$ cat src/rtl/port_uart_tx.sv
// port_uart_tx: watches the 4-bit output port, queues every change in a small
// FIFO and sends each queued nibble as one 8N1 UART frame carrying the byte
// {4'b0011, nibble}, so that values 0-9 show up as ASCII digits on a terminal.
//
// Ports:
//   clk            system clock
//   rst            synchronous active-high reset
//   in_port        nibble from the system's port_output
//   in_enable      change-capture enable
//   out_tx         UART line, idle high (registered)
//   out_busy       frame in flight or FIFO non-empty (registered)
//   out_overflow   sticky: a change was dropped because the FIFO was full
//   out_fifo_count current FIFO occupancy
module port_uart_tx #(
    parameter int unsigned CLKS_PER_BIT = 16,
    parameter int unsigned FIFO_DEPTH   = 4
) (
    input  logic                          clk,
    input  logic                          rst,
    input  logic [3:0]                    in_port,
    input  logic                          in_enable,
    output logic                          out_tx,
    output logic                          out_busy,
    output logic                          out_overflow,
    output logic [$clog2(FIFO_DEPTH):0]   out_fifo_count
);

    localparam int unsigned PTR_W  = $clog2(FIFO_DEPTH);
    localparam int unsigned CNT_W  = PTR_W + 1;
    localparam int unsigned BAUD_W = $clog2(CLKS_PER_BIT);

    localparam logic [CNT_W-1:0]  CNT_FULL  = CNT_W'(FIFO_DEPTH);
    localparam logic [BAUD_W-1:0] BAUD_LAST = BAUD_W'(CLKS_PER_BIT - 1);

    localparam logic [1:0] S_IDLE  = 2'd0;
    localparam logic [1:0] S_START = 2'd1;
    localparam logic [1:0] S_DATA  = 2'd2;
    localparam logic [1:0] S_STOP  = 2'd3;

    logic [1:0]        state_q, state_d;
    logic [BAUD_W-1:0] baud_q, baud_d;
    logic [2:0]        bit_q, bit_d;
    logic [7:0]        shift_q, shift_d;
    logic              tx_q, tx_d;
    logic              busy_q, busy_d;
    logic              ovf_q;
    logic [3:0]        ref_q;

    logic [3:0]        mem [FIFO_DEPTH];
    logic [PTR_W-1:0]  wr_ptr_q, rd_ptr_q;
    logic [CNT_W-1:0]  count_q, count_d;

    logic              pop_c;
    logic              change_c;
    logic              push_ok_c;
    logic              ovf_set_c;
    logic              baud_last_c;
    logic              fifo_nonempty_c;

    assign baud_last_c     = (baud_q == BAUD_LAST);
    assign fifo_nonempty_c = (count_q != '0);

    // Transmit FSM: next state, shifter, baud counter and next line level.
    always_comb begin
        state_d = state_q;
        baud_d  = baud_q + BAUD_W'(1);
        bit_d   = bit_q;
        shift_d = shift_q;
        tx_d    = tx_q;
        pop_c   = 1'b0;

        case (state_q)
            S_IDLE: begin
                baud_d = '0;
                tx_d   = 1'b1;
                if (fifo_nonempty_c) begin
                    pop_c   = 1'b1;
                    shift_d = {4'b0011, mem[rd_ptr_q]};
                    state_d = S_START;
                    tx_d    = 1'b0;
                end
            end
            S_START: begin
                if (baud_last_c) begin
                    state_d = S_DATA;
                    baud_d  = '0;
                    bit_d   = '0;
                    tx_d    = shift_q[0];
                end
            end
            S_DATA: begin
                if (baud_last_c) begin
                    baud_d = '0;
                    if (bit_q == 3'd7) begin
                        state_d = S_STOP;
                        tx_d    = 1'b1;
                    end else begin
                        shift_d = shift_q >> 1;
                        bit_d   = bit_q + 3'd1;
                        tx_d    = shift_q[1];
                    end
                end
            end
            S_STOP: begin
                if (baud_last_c) begin
                    baud_d = '0;
                    // Chain straight into the next start bit when data is waiting.
                    if (fifo_nonempty_c) begin
                        pop_c   = 1'b1;
                        shift_d = {4'b0011, mem[rd_ptr_q]};
                        state_d = S_START;
                        tx_d    = 1'b0;
                    end else begin
                        state_d = S_IDLE;
                        tx_d    = 1'b1;
                    end
                end
            end
            default: begin
                state_d = S_IDLE;
                baud_d  = '0;
                tx_d    = 1'b1;
            end
        endcase
    end

    // Change detection and FIFO bookkeeping; a pop frees the slot a full-FIFO push needs.
    always_comb begin
        change_c  = in_enable && (in_port != ref_q);
        push_ok_c = change_c && ((count_q != CNT_FULL) || pop_c);
        ovf_set_c = change_c && (count_q == CNT_FULL) && !pop_c;
        count_d   = count_q + CNT_W'(push_ok_c) - CNT_W'(pop_c);
        busy_d    = (state_d != S_IDLE) || (count_d != '0);
    end

    // State and control registers.
    always_ff @(posedge clk) begin
        if (rst) begin
            state_q  <= S_IDLE;
            baud_q   <= '0;
            bit_q    <= '0;
            shift_q  <= '0;
            tx_q     <= 1'b1;
            busy_q   <= 1'b0;
            ovf_q    <= 1'b0;
            ref_q    <= '0;
            wr_ptr_q <= '0;
            rd_ptr_q <= '0;
            count_q  <= '0;
        end else begin
            state_q <= state_d;
            baud_q  <= baud_d;
            bit_q   <= bit_d;
            shift_q <= shift_d;
            tx_q    <= tx_d;
            busy_q  <= busy_d;
            ovf_q   <= ovf_q | ovf_set_c;
            count_q <= count_d;
            // Reference follows every seen change, even a dropped one, so no retry.
            if (change_c) begin
                ref_q <= in_port;
            end
            if (push_ok_c) begin
                wr_ptr_q <= wr_ptr_q + PTR_W'(1);
            end
            if (pop_c) begin
                rd_ptr_q <= rd_ptr_q + PTR_W'(1);
            end
        end
    end

    // FIFO storage; contents need no reset since the count qualifies them.
    always_ff @(posedge clk) begin
        if (push_ok_c) begin
            mem[wr_ptr_q] <= in_port;
        end
    end

    assign out_tx         = tx_q;
    assign out_busy       = busy_q;
    assign out_overflow   = ovf_q;
    assign out_fifo_count = count_q;

endmodule

$ cat config.mk
export PLATFORM = sky130hd
export DESIGN_NAME = port_uart_tx
export DESIGN_NICKNAME = d
export VERILOG_FILES = /design/src/rtl/port_uart_tx.sv
export SDC_FILE = /design/constraint.sdc
export NUM_CORES = 1
export LEC_CHECK = 0
export BUFFER_PORTS_ARGS = -buffer_cell sky130_fd_sc_hd__buf_2
export CAP_MARGIN = 20
export CORE_UTILIZATION = 45
export CTS_CLUSTER_SIZE = 30
export DETAILED_ROUTE_END_ITERATION = 6
export SYNTH_ARGS = -nofsm -noshare
export SYNTH_HDL_FRONTEND = slang
export SYNTH_SLANG_ARGS = --single-unit
$ cat constraint.sdc
create_clock -name clk -period 7.85 [get_ports clk]
set_input_delay 0.3925 -clock clk [delete_from_list [all_inputs] [get_ports clk]]
set_output_delay 0.3925 -clock clk [all_outputs]
set_load 0.005 [all_outputs]
* Word level (Yosys, flattened, before mapping)
Memory sizes are Yosys's and may differ from the RTL's. A register that Yosys moved wholly into a read port is not among the register bits.
Cells that the tools add are included.
** Storage, ports and cells
- Bits in writable memories :: 16
- Register bits after elaboration :: 31
- Input port bits :: 7
- Memories kept :: 1
** Memory list
- mem :: words 4, width 4, read ports 1, clocked after memory_dff 1, write ports 1, RTL line 49 : logic [3:0] mem [FIFO_DEPTH];
** Cells by class
- Add/subtract/negate cells :: 6
- Equality and inequality tests :: 12
- Bitwise operators :: 1
- Reductions and logical operators :: 17
- Multiplexer cells :: 31
** Operators with widths (number)
- $mux W8 :: 4
- $pmux W8 S3 :: 1
- $mux W2 :: 7
- $mux W1 :: 10
- $mux W3 :: 3
- $reduce_bool A3 Y1 :: 3
- $ne A2 B2 Y1 const B :: 4
- $pmux W2 S4 :: 1
- $pmux W4 S2 :: 1
- $reduce_and A4 Y1 :: 2
- $eq A3 B3 Y1 const B :: 2
- $pmux W3 S2 :: 1
- $add A2 B1 Y2 const B :: 2
- $add A4 B1 Y4 const B :: 1
- $eq A2 B2 Y1 const B :: 2
- $eq A4 B4 Y1 const B :: 1
- $logic_and A1 B1 Y1 :: 4
- $mux W4 :: 1
- $ne A4 B4 Y1 :: 1
- $pmux W1 S4 :: 1
- $reduce_bool A2 Y1 :: 2
- $add A3 B1 Y3 :: 1
- $add A3 B1 Y3 const B :: 1
- $ne A3 B3 Y1 const B :: 1
- other kinds (9) :: 10

* Logic depth before layout (Yosys ltp)
Gate-level depths: netlist of the first run.
- Depth after elaboration :: 10
- Gate-level depth with buffers :: 13
- Mapped depth without buffers :: 13

* Worst setup path after synthesis of the first run
OpenSTA, ideal clock, no wires.
- Kind :: flip-flop to flip-flop
- Start :: reg state_q[1]
- End :: reg busy_q (netlist: out_busy)
- Cell stages (with the launch flop) :: 13
- Setup slack :: 5105 ps
- Data arrival time :: 2602 ps
- Library setup time :: 143 ps
- Period minus slack after synthesis :: 2745 ps
- Data required time :: 7707 ps
- Cells stage by stage :: dfxtp_1 > ha_1 > a41oi_1 > o211ai_1 > and2b_1 > inv_1 > ha_1 > inv_1 > ha_1 > fa_1 > xnor2_1 > xnor2_1 > a41oi_1
** On the way
- Cells in the longest elaborated chain, start to end :: 8
- Elaborated cells on any way between the ends :: 18
** RTL lines
- start: declaration :: RTL line 40 : logic [1:0] state_q, state_d;
- start signal: assignment :: RTL line 151 : state_q <= state_d;
- $eq A2 B2 Y1 / $logic_not A2 Y1 (equally long branches) :: RTL line 72 : case (state_q)
- $pmux W1 S2 :: RTL line 72
- $logic_or A1 B1 Y1 :: RTL line 130 : push_ok_c = change_c && ((count_q != CNT_FULL) || pop_c);
- $logic_and A1 B1 Y1 :: RTL line 130
- $add A3 B1 Y3 :: RTL line 132 : count_d = count_q + CNT_W'(push_ok_c) - CNT_W'(pop_c);
- $sub A3 B1 Y3 :: RTL line 132
- $reduce_bool A3 Y1 :: RTL line 133 : busy_d = (state_d != S_IDLE) || (count_d != '0);
- $logic_or A1 B1 Y1 * :: RTL line 133
- end signal: assignment :: RTL line 156 : busy_q <= busy_d;
- end: declaration :: RTL line 45 : logic busy_q, busy_d;
Mark *: on every way between the ends. The rest lies on a longest branch, timed or not.
A chain may end at the register's enable or synchronous reset.

* Worst setup path after layout of the first run
Ends and elaborated chain as after synthesis.

==> summary.txt, run 1 <==
status - complete, no violations
maximum resistive drop on vdd - 0.000153 V
Yosys top cell area share - 27.6%
Top Usage Layer GRT - met2
clk_lat worst skew - 300 ps
DRC viols - 0
synth top area cells - dfxtp_1 (28%), edfxtp_1 (21%), ha_1 (7.8%)
max cap viols - 0
Hold Startpoint - in_port[2]
Cell Area, Synth - 0.00225 mm²
DR iter-0 viols - 61
design area - 0.00241 mm²
grt ovf - 0
top-count cell post-synth - dfxtp_1
CP startpoint - state_q[1]$_SDFF_PP0_
hpwl dp - 2870 µm
Commonest cells post-synth - dfxtp_1 (31), nor2_1 (21), edfxtp_1 (16), ha_1 (14), nor3_1 (11)
Vias/cell - 5.26
Critical Path Source Type - register
endpoints failing hold - 0
FF-to-FF Start - state_q[1]$_SDFF_PP0_
total CTS buffers - 5
gr usage total - 16.2%
M3 GR Usage - 3.31%
largest net degree at the start of global routing - 27
minimum clock period - 3100 ps
CTS tree - done
met1 usage in global routing - 19.9%
Die H - 72.7 µm
area of the die - 0.00529 mm²
post-CTS setup buffers - 0
Sink Count - 47
Synthesized Nets - 218
Fill cells - 448
Core Rows - 25
final setup TNS - 0 ps
average size of a mapped cell - 11.5 µm²
layout cells sized above 1 - 14.6%
Worst EP arrival - 3270 ps
Leak Pwr - 0.921 nW
total of warnings raised by yosys - 0
Worst Hold Class - in2reg
Mapped Cells - 196
Post-Place Cells - 265
clock skew - 4.39 ps
Setup-failing EPs final - 0
Seq/Total Area, Yosys - 48.9%
Starting Density - 47.4%
port buffer count - 12
Critical Path Fanout Max - 7
Post-Place Cell Area - 0.00232 mm²
Synth Flop Type - dfxtp_1
Slew Viols, Final - 0
Core Area - 0.00475 mm²
hold buffer count at cts - 0
Yosys reg bits - 47
max frequency - 322 MHz
ANT cells - 0
Worst EP required - 8010 ps
CTS max path bufs - 2
Distinct cells, synth - 47
Die Wd - 72.7 µm
period utilisation layout - 39.5%
RePlAce Congestion - 0.742
Final #Nets - 227
vias in the first global route - 1427
WL per Instance - 13.9 µm
CP endpoint kind - register
dominant cell type by area after synthesis - dfxtp_1
Non-Filler Instances - 273
RSZ-0062 raised after global routing - false
initial antenna violation count - 0
antenna violation net count after detailed routing - 0
final wirelength - 3800 µm
drt pass-1 iters - 4
cts repair resizes - 0
critical path type - reg2reg
via count - 1436
Layout area overhead - 7.22%
CTS root buffer - clkbuf_8
Reg clk slew, reported paths - 90 ps
Post-synth EDFFs - 16
async set or reset register ratio after synthesis - 0%
H-tree levels - 2
first-pass GRT wire length - 6550 µm
# IOs - 13
Worst-Margin Slew - 816 ps
Slew headroom - 44.9%
GR Layer Usage met2 - 28.6%
PD cells - 302 mW/mm²
[where the power goes]
| group | switching [mW] | internal (mW) |
|---|---|---|
| combinational | 0.127 | 0.118 |
| sequential | 0.0332 | 0.298 |
| clock | 0.0873 | 0.0656 |
[final timing paths]
| kind | to | slack, ps | depth (start not counted) |
|---|---|---|---|
| setup / recovery | out_busy$_SDFF_PP0_ | 4750 | 12 |
| hold / removal | mem[2][2]$_DFFE_PP_ | 350 | 1 |
| setup reg to reg | out_busy$_SDFF_PP0_ | 4750 | 12 |
| hold reg to reg | baud_q[0]$_SDFF_PP0_ | 470 | 1 |
[logic make-up after synthesis]
kind of cell	Yosys count	synth area share, %
flip-flops	47	48.9
AND/OR/NAND/NOR	67	16.2
AO/OA/AOI/OAI	25	9.44
multiplexers	13	8.06
XOR/XNOR	10	3.89
adder cells (fa/ha/maj)	15	8.67
buffers and inverters	19	4.89
[cell usage in the layout, fill, tap and decap left out, types with 3 or more instances in the layout]
| cell | count |
|---|---|
| nor2_1 | 21 |
| xnor2_1 | 5 |
| nand2_1 | 7 |
| mux2i_1 | 8 |
| inv_1 | 9 |
| ha_1 | 14 |
| buf_2 | 12 |
| mux4_2 | 4 |
| and2b_1 | 4 |
| a21oi_1 | 5 |
| xor2_1 | 5 |
| nand3_1 | 5 |
| edfxtp_1 | 16 |
| clkbuf_8 | 5 |
| nor4b_1 | 3 |
| nor3_1 | 11 |
| dfxtp_1 | 31 |
| and2_1 | 4 |
| a221oi_1 | 4 |
[flip-flops by register name, indices dropped and copies added, names as in the netlist, named ones only]
register / cells
out_overflow: 1
mem: 16
state_q: 2
rd_ptr_q: 2
shift_q: 6
out_tx: 1
ref_q: 4
bit_q: 3
out_busy: 1
baud_q: 4
out_fifo_count: 3
wr_ptr_q: 2
[per-stage QoR]
step	hold slack [ps]	utilization, %	setup WS, ps	power [mW]
5_1_grt	336	50.8	4480	0.784
6_report	345	50.8	4750	0.729
3_5_place_dp	449	48.8	4750	0.585
2_1_floorplan	429	-	5110	0.530
4_1_cts	331	50.8	4730	0.739
3_3_place_gp	441	48.8	4900	0.574
[worst max-delay path: stages (launching register included)]
cell      delay, ps
dfxtp_1         410
ha_1            380
a41oi_1         250
o211ai_1        280
and2b_1         280
inv_1            70
ha_1            270
inv_1            40
ha_1            180
fa_1            370
xnor2_1         170
xnor2_1         150
a41oi_1         120
[per-layer routing]
layer / vias up / wire [µm]
li1: 724 / -
met1: 688 / 1720
met2: 20 / 1940
met3: 4 / 102
met4: 0 / 34
met5: - / 0
[area by class of cell]
type	count	area [µm²]	area share, %
inverter	9	33.8	1.40
timing repair buffer	12	60.1	2.49
sequential	47	1100	45.6
tap	67	83.8	3.47
clock inverter	3	26.3	1.09
multi-input combinational	130	1040	43.1
clock buffer	5	68.8	2.85
Power figures use the tool's default switching activity.
==> run 2: changes to the inputs <==
Clock period 7.85 ns to 2.7 ns, I/O delays scaled along.
==> run 2 against run 1 <==
- clock-buffer cell count stayed put
- final cell count is 6.2% higher
- sequential power grew to 2.9 times the previous value
- hold slack worse by 240 ps
- combinational power grew to 3.8 times the previous value
- global-route usage is 2.0 points higher
- clock skew is 7.4 ps higher
- via count is 5.6% higher
- critical path depth stayed put
- sequential share of layout area is 3.9 points lower
==> summary.txt, run 2 (synthesized netlist as in run 1, its figures left out) <==
# IOs - 13
Crit path top cell by count - ha_4
period utilisation layout - 97.2%
Core Area - 0.00475 mm²
area of the die - 0.00529 mm²
largest net degree at the start of global routing - 27
CP endpoint kind - register
Layout area overhead - 18.4%
layout cells sized above 1 - 29.6%
critical path type - reg2reg
CTS root buffer - clkbuf_8
metal3 WL - 78 µm
Final Total Pwr - 2.34 mW
Worst Reg-to-Reg Cells - 12
Min-Delay Endpoint - mem[1][3]$_DFFE_PP_
Worst-Margin Slew - 505 ps
endpoints failing hold - 0
RePlAce Congestion - 0.760
initial antenna violation count - 0
clk_lat worst skew - 300 ps
Vias/cell - 5.23
Die H - 72.7 µm
Crit path max-delay family - adder cells
max frequency - 381 MHz
pre-CTS setup slack - -117 ps
multi-input logic area - 0.00116 mm²
drt pass-1 iters - 4
final worst-path setup slack - 76.5 ps
WHS Path Cells - 1
Critical Path Fanout Max - 4
Die Wd - 72.7 µm
PD cells - 878 mW/mm²
met2 WL - 2140 µm
most frequent cells in the layout - dfxtp_1 (27), nor2_1 (21), buf_4 (17)
Slew Viols, Final - 0
M1 wire length - 1900 µm
CTS max path bufs - 2
Hold WS - 101 ps
port buffer count - 12
most common cell after layout, fill and taps aside - dfxtp_1
Reg clk slew, reported paths - 90 ps
via count - 1516
DRC viols - 0
WL per Instance - 14.4 µm
antenna violation net count after detailed routing - 0
largest registers - mem x16, shift_q x6
Worst EP required - 2860 ps
hpwl dp - 3020 µm
max FFs per register - 16
gr usage total - 18.2%
Leak Pwr - 1.01 nW
Final #Nets - 244
most flop-heavy register - mem
Setup-failing EPs final - 0
vias in the first global route - 1572
clock skew - 11.8 ps
RSZ-0062 raised after global routing - true
Fill cells - 410
hold buffer count at cts - 0
grt ovf - 0
Critical Path Source Type - register
Core Rows - 25
top sig layer - met4
total CTS buffers - 5
Slew headroom - 66.4%
ANT cells - 0
DR iter-0 viols - 81
CTS tree - done
Starting Density - 47.4%
critical path's slowest cell - dfxtp_4
max cap viols - 0
status - complete, no violations
Worst R2R Setup Slack - 80 ps
minimum clock period - 2620 ps
reg2reg end - out_busy$_SDFF_PP0_
max incr delay on CP - 400 ps
FF-to-FF Start - state_q[1]$_SDFF_PP0_
Worst EP arrival - 2780 ps
Hold Startpoint - in_port[3]
CP bufs+invs - 2
Sink Count - 47
Worst Hold Class - in2reg
maximum resistive drop on vdd - 0.000787 V
critical path cell sequence - ha_4 -> a41oi_4 -> o211ai_1 -> and2b_1 -> inv_2 -> ha_4 -> inv_2 -> ha_4 -> fa_2 -> xnor2_2 -> xnor2_2 -> a41oi_2
H-tree levels - 2
register area - 0.00111 mm²
CP Depth - 12
first-pass GRT wire length - 7180 µm
final wirelength - 4180 µm
-- run 2: cell count changes in the layout (fill, tap and decap cells not counted), moves of 2 or more --
cell and change:
ha_4 +5, inv_6 -2, xnor2_1 -2, dfxtp_4 +2, a41oi_1 -2, dfxtp_2 +2, inv_2 +3, ha_1 -5
buf_4 +17, dfxtp_1 -4, xnor2_2 +2, inv_1 -4
-- run 2: metrics by stage --
step | utilization, % | setup TNS (ps) | cell area [µm²] | instances
finish | 56.1 | 0 | 2670 | 290
floorplan | - | 0 | 2250 | 196
global placement | 50.7 | 0 | 2410 | 277
CTS | 54.1 | 0 | 2570 | 289
global route | 56.1 | -72.6 | 2670 | 290
detailed placement | 50.7 | -146 | 2410 | 277
-- run 2: cell type report --
class / count / area share (%)
repair buffers: 29 / 7.04
clock buffers: 5 / 2.58
well taps: 67 / 3.14
multi-input cells: 130 / 43.5
clock inverters: 3 / 0.750
flip-flops and latches: 47 / 41.7
inverters: 9 / 1.36
-- run 2: what timing repair did --
item                                    CTS  global route
setup buffers                             4             1
endpoints found under the setup margin    2             2
resized for setup                        13            14
pin swaps                                 3             8
-- run 2: how the worst max path moves through the flow --
stage / end / slack (ps) / startpoint
floorplan: out_busy$_SDFF_PP0_ / 4 / state_q[0]$_SDFF_PP0_
global placement: out_busy$_SDFF_PP0_ / 40 / ref_q[3]$_SDFFE_PP0P_
detailed placement: out_busy$_SDFF_PP0_ / -120 / state_q[1]$_SDFF_PP0_
CTS: out_busy$_SDFF_PP0_ / 9 / baud_q[0]$_SDFF_PP0_
global route: out_busy$_SDFF_PP0_ / -70 / state_q[1]$_SDFF_PP0_
finish: out_busy$_SDFF_PP0_ / 80 / state_q[1]$_SDFF_PP0_
-- run 2: routing by layer --
layer | vias to the layer above | GRT usage [%]
li1 | 761 | -
met1 | 736 | 21.1
met2 | 13 | 32.4
met3 | 6 | 4.14
met4 | 0 | 7.19
met5 | - | 0
-- run 2: power breakdown --
group	switching, mW	internal [mW]	total (mW)
Sequential	0.107	0.872	0.979
Clock	0.242	0.181	0.423
Combinational	0.450	0.490	0.940
Total	0.799	1.54	2.34
==> run 3: changes to the inputs <==
Settings changed: CORE_UTILIZATION 45 to 40.
==> run 3 against run 2 <==
- wire length is 8.3% lower
- clock-buffer cell count is the same
- hold slack better by 0.51 ps
- register-to-register slack better by 20 ps
- sequential cell count stayed put
- critical endpoint unchanged
- clock power up 24%
- sequential power is essentially flat
- final cell count rose by 1.0%
- first-iteration DRC count down 6.2%
- clock skew decreased by 6.1 ps
==> summary.txt, run 3 (synthesized netlist as in run 1, its figures left out) <==
status - complete, no violations
Final Total Pwr - 2.32 mW
Slew headroom - 67.4%
clock skew - 5.77 ps
final wirelength - 3830 µm
Die H - 77.0 µm
Critical Path Source Type - register
port buffer count - 12
Post-Place Cell Area - 0.00244 mm²
DR iter-0 viols - 76
Vias/cell - 5.04
H-tree levels - 2
clk_lat worst skew - 300 ps
PD cells - 879 mW/mm²
CP endpoint kind - register
critical path type - reg2reg
Worst-Margin Slew - 489 ps
initial antenna violation count - 0
area of the die - 0.00593 mm²
via count - 1476
design area - 0.00264 mm²
Setup-failing EPs final - 0
WL per Instance - 13.1 µm
hold buffer count at cts - 0
critical path's slowest cell - dfxtp_4
Core Rows - 26
period utilisation layout - 96.3%
Reg clk slew, reported paths - 90 ps
most frequent cells in the layout - dfxtp_1 (27), nor2_1 (21), buf_4 (17)
most common cell after layout, fill and taps aside - dfxtp_1
CTS max path bufs - 2
Critical Path Fanout Max - 4
Worst EP required - 2870 ps
grt ovf - 0
Worst EP arrival - 2760 ps
RePlAce Congestion - 0.769
most flop-heavy register - mem
Fill cells - 482
gr usage total - 14.2%
largest net degree at the start of global routing - 27
max cap viols - 0
Die Wd - 77.0 µm
endpoints failing hold - 0
vias in the first global route - 1409
Final #Nets - 244
antenna violation net count after detailed routing - 0
minimum clock period - 2600 ps
max FFs per register - 16
Sink Count - 47
critical path cell sequence - ha_4 -> a41oi_2 -> o211ai_1 -> and2b_1 -> inv_1 -> ha_1 -> inv_1 -> ha_2 -> fa_2 -> xnor2_2 -> xnor2_1 -> a41oi_1
Slew Viols, Final - 0
# IOs - 13
Crit path top cell by count - inv_1
first-pass GRT wire length - 6560 µm
Worst Hold Class - in2reg
max frequency - 385 MHz
DRC viols - 0
Starting Density - 42.7%
maximum resistive drop on vdd - 0.000471 V
largest registers - mem x16, shift_q x6
Leak Pwr - 1.02 nW
hpwl dp - 2800 µm
total CTS buffers - 5
CTS root buffer - clkbuf_8
CTS tree - done
layout cells sized above 1 - 26.9%
Layout area overhead - 17.3%
ANT cells - 0
drt pass-1 iters - 4
max incr delay on CP - 380 ps
Core Area - 0.00527 mm²
-- run 3: timing repair --
item,in CTS,in global routing
setup buffers,0,2
setup endpoints to repair,1,2
gates resized for setup,1,15
pin swaps,0,5
-- run 3: per-layer routing --
metal	part of all wire [%]	vias up	wire length, µm	GRT usage [%]
met5	0	-	0	0
met4	0.65	0	25	5.09
met3	2.1	2	82	3.57
met2	49	13	1880	24.3
met1	48	696	1850	17.2
li1	-	765	-	-
-- run 3: final timing paths --
path | startpoint | slack (ps) | cells after the start | endpoint
setup reg to reg | state_q[0]$_SDFF_PP0_ | 100 | 12 | out_busy$_SDFF_PP0_
hold / removal | in_port[3] | 100 | 1 | mem[3][3]$_DFFE_PP_
hold reg to reg | bit_q[1]$_SDFFE_PP0P_ | 480 | 2 | bit_q[1]$_SDFFE_PP0P_
setup / recovery | state_q[0]$_SDFF_PP0_ | 100 | 12 | out_busy$_SDFF_PP0_
-- run 3: power breakdown --
part	switching (mW)	internal, mW
logic	0.393	0.428
clock network	0.244	0.281
registers	0.104	0.872
total	0.741	1.58
-- run 3: worst max-delay path: cells and delay by family, from the launching register on --
family	cells	cell delay [ps]
simple gates	1	170
flops	1	380
xor+xnor	2	360
fa+ha+maj	4	940
compound gates	3	530
buf+inv	2	80
-- run 3: stage by stage --
| stage | util, % | cells | setup WS, ps | setup TNS (ps) | hold slack, ps |
|---|---|---|---|---|---|
| 6_report | 50.1 | 293 | 101 | 0 | 101 |
| 5_1_grt | 50.1 | 293 | -10.2 | -10.2 | 88.5 |
| 4_1_cts | 48.5 | 291 | 24.6 | 0 | 92.8 |
| 3_5_place_dp | 46.3 | 283 | 36.2 | 0 | 408 |
| 3_3_place_gp | 46.3 | 283 | 85.8 | 0 | 394 |
| 2_1_floorplan | - | 196 | 4.31 | 0 | 234 |
-- run 3: layout make-up --
class | instances | area, µm² | area share (%)
multi-input combinational | 130 | 1110 | 41.9
tap | 70 | 87.6 | 3.31
timing repair buffer | 29 | 188 | 7.10
clock inverter | 3 | 47.5 | 1.80
clock buffer | 5 | 68.8 | 2.60
sequential | 47 | 1110 | 42.0
inverter | 9 | 33.8 | 1.28
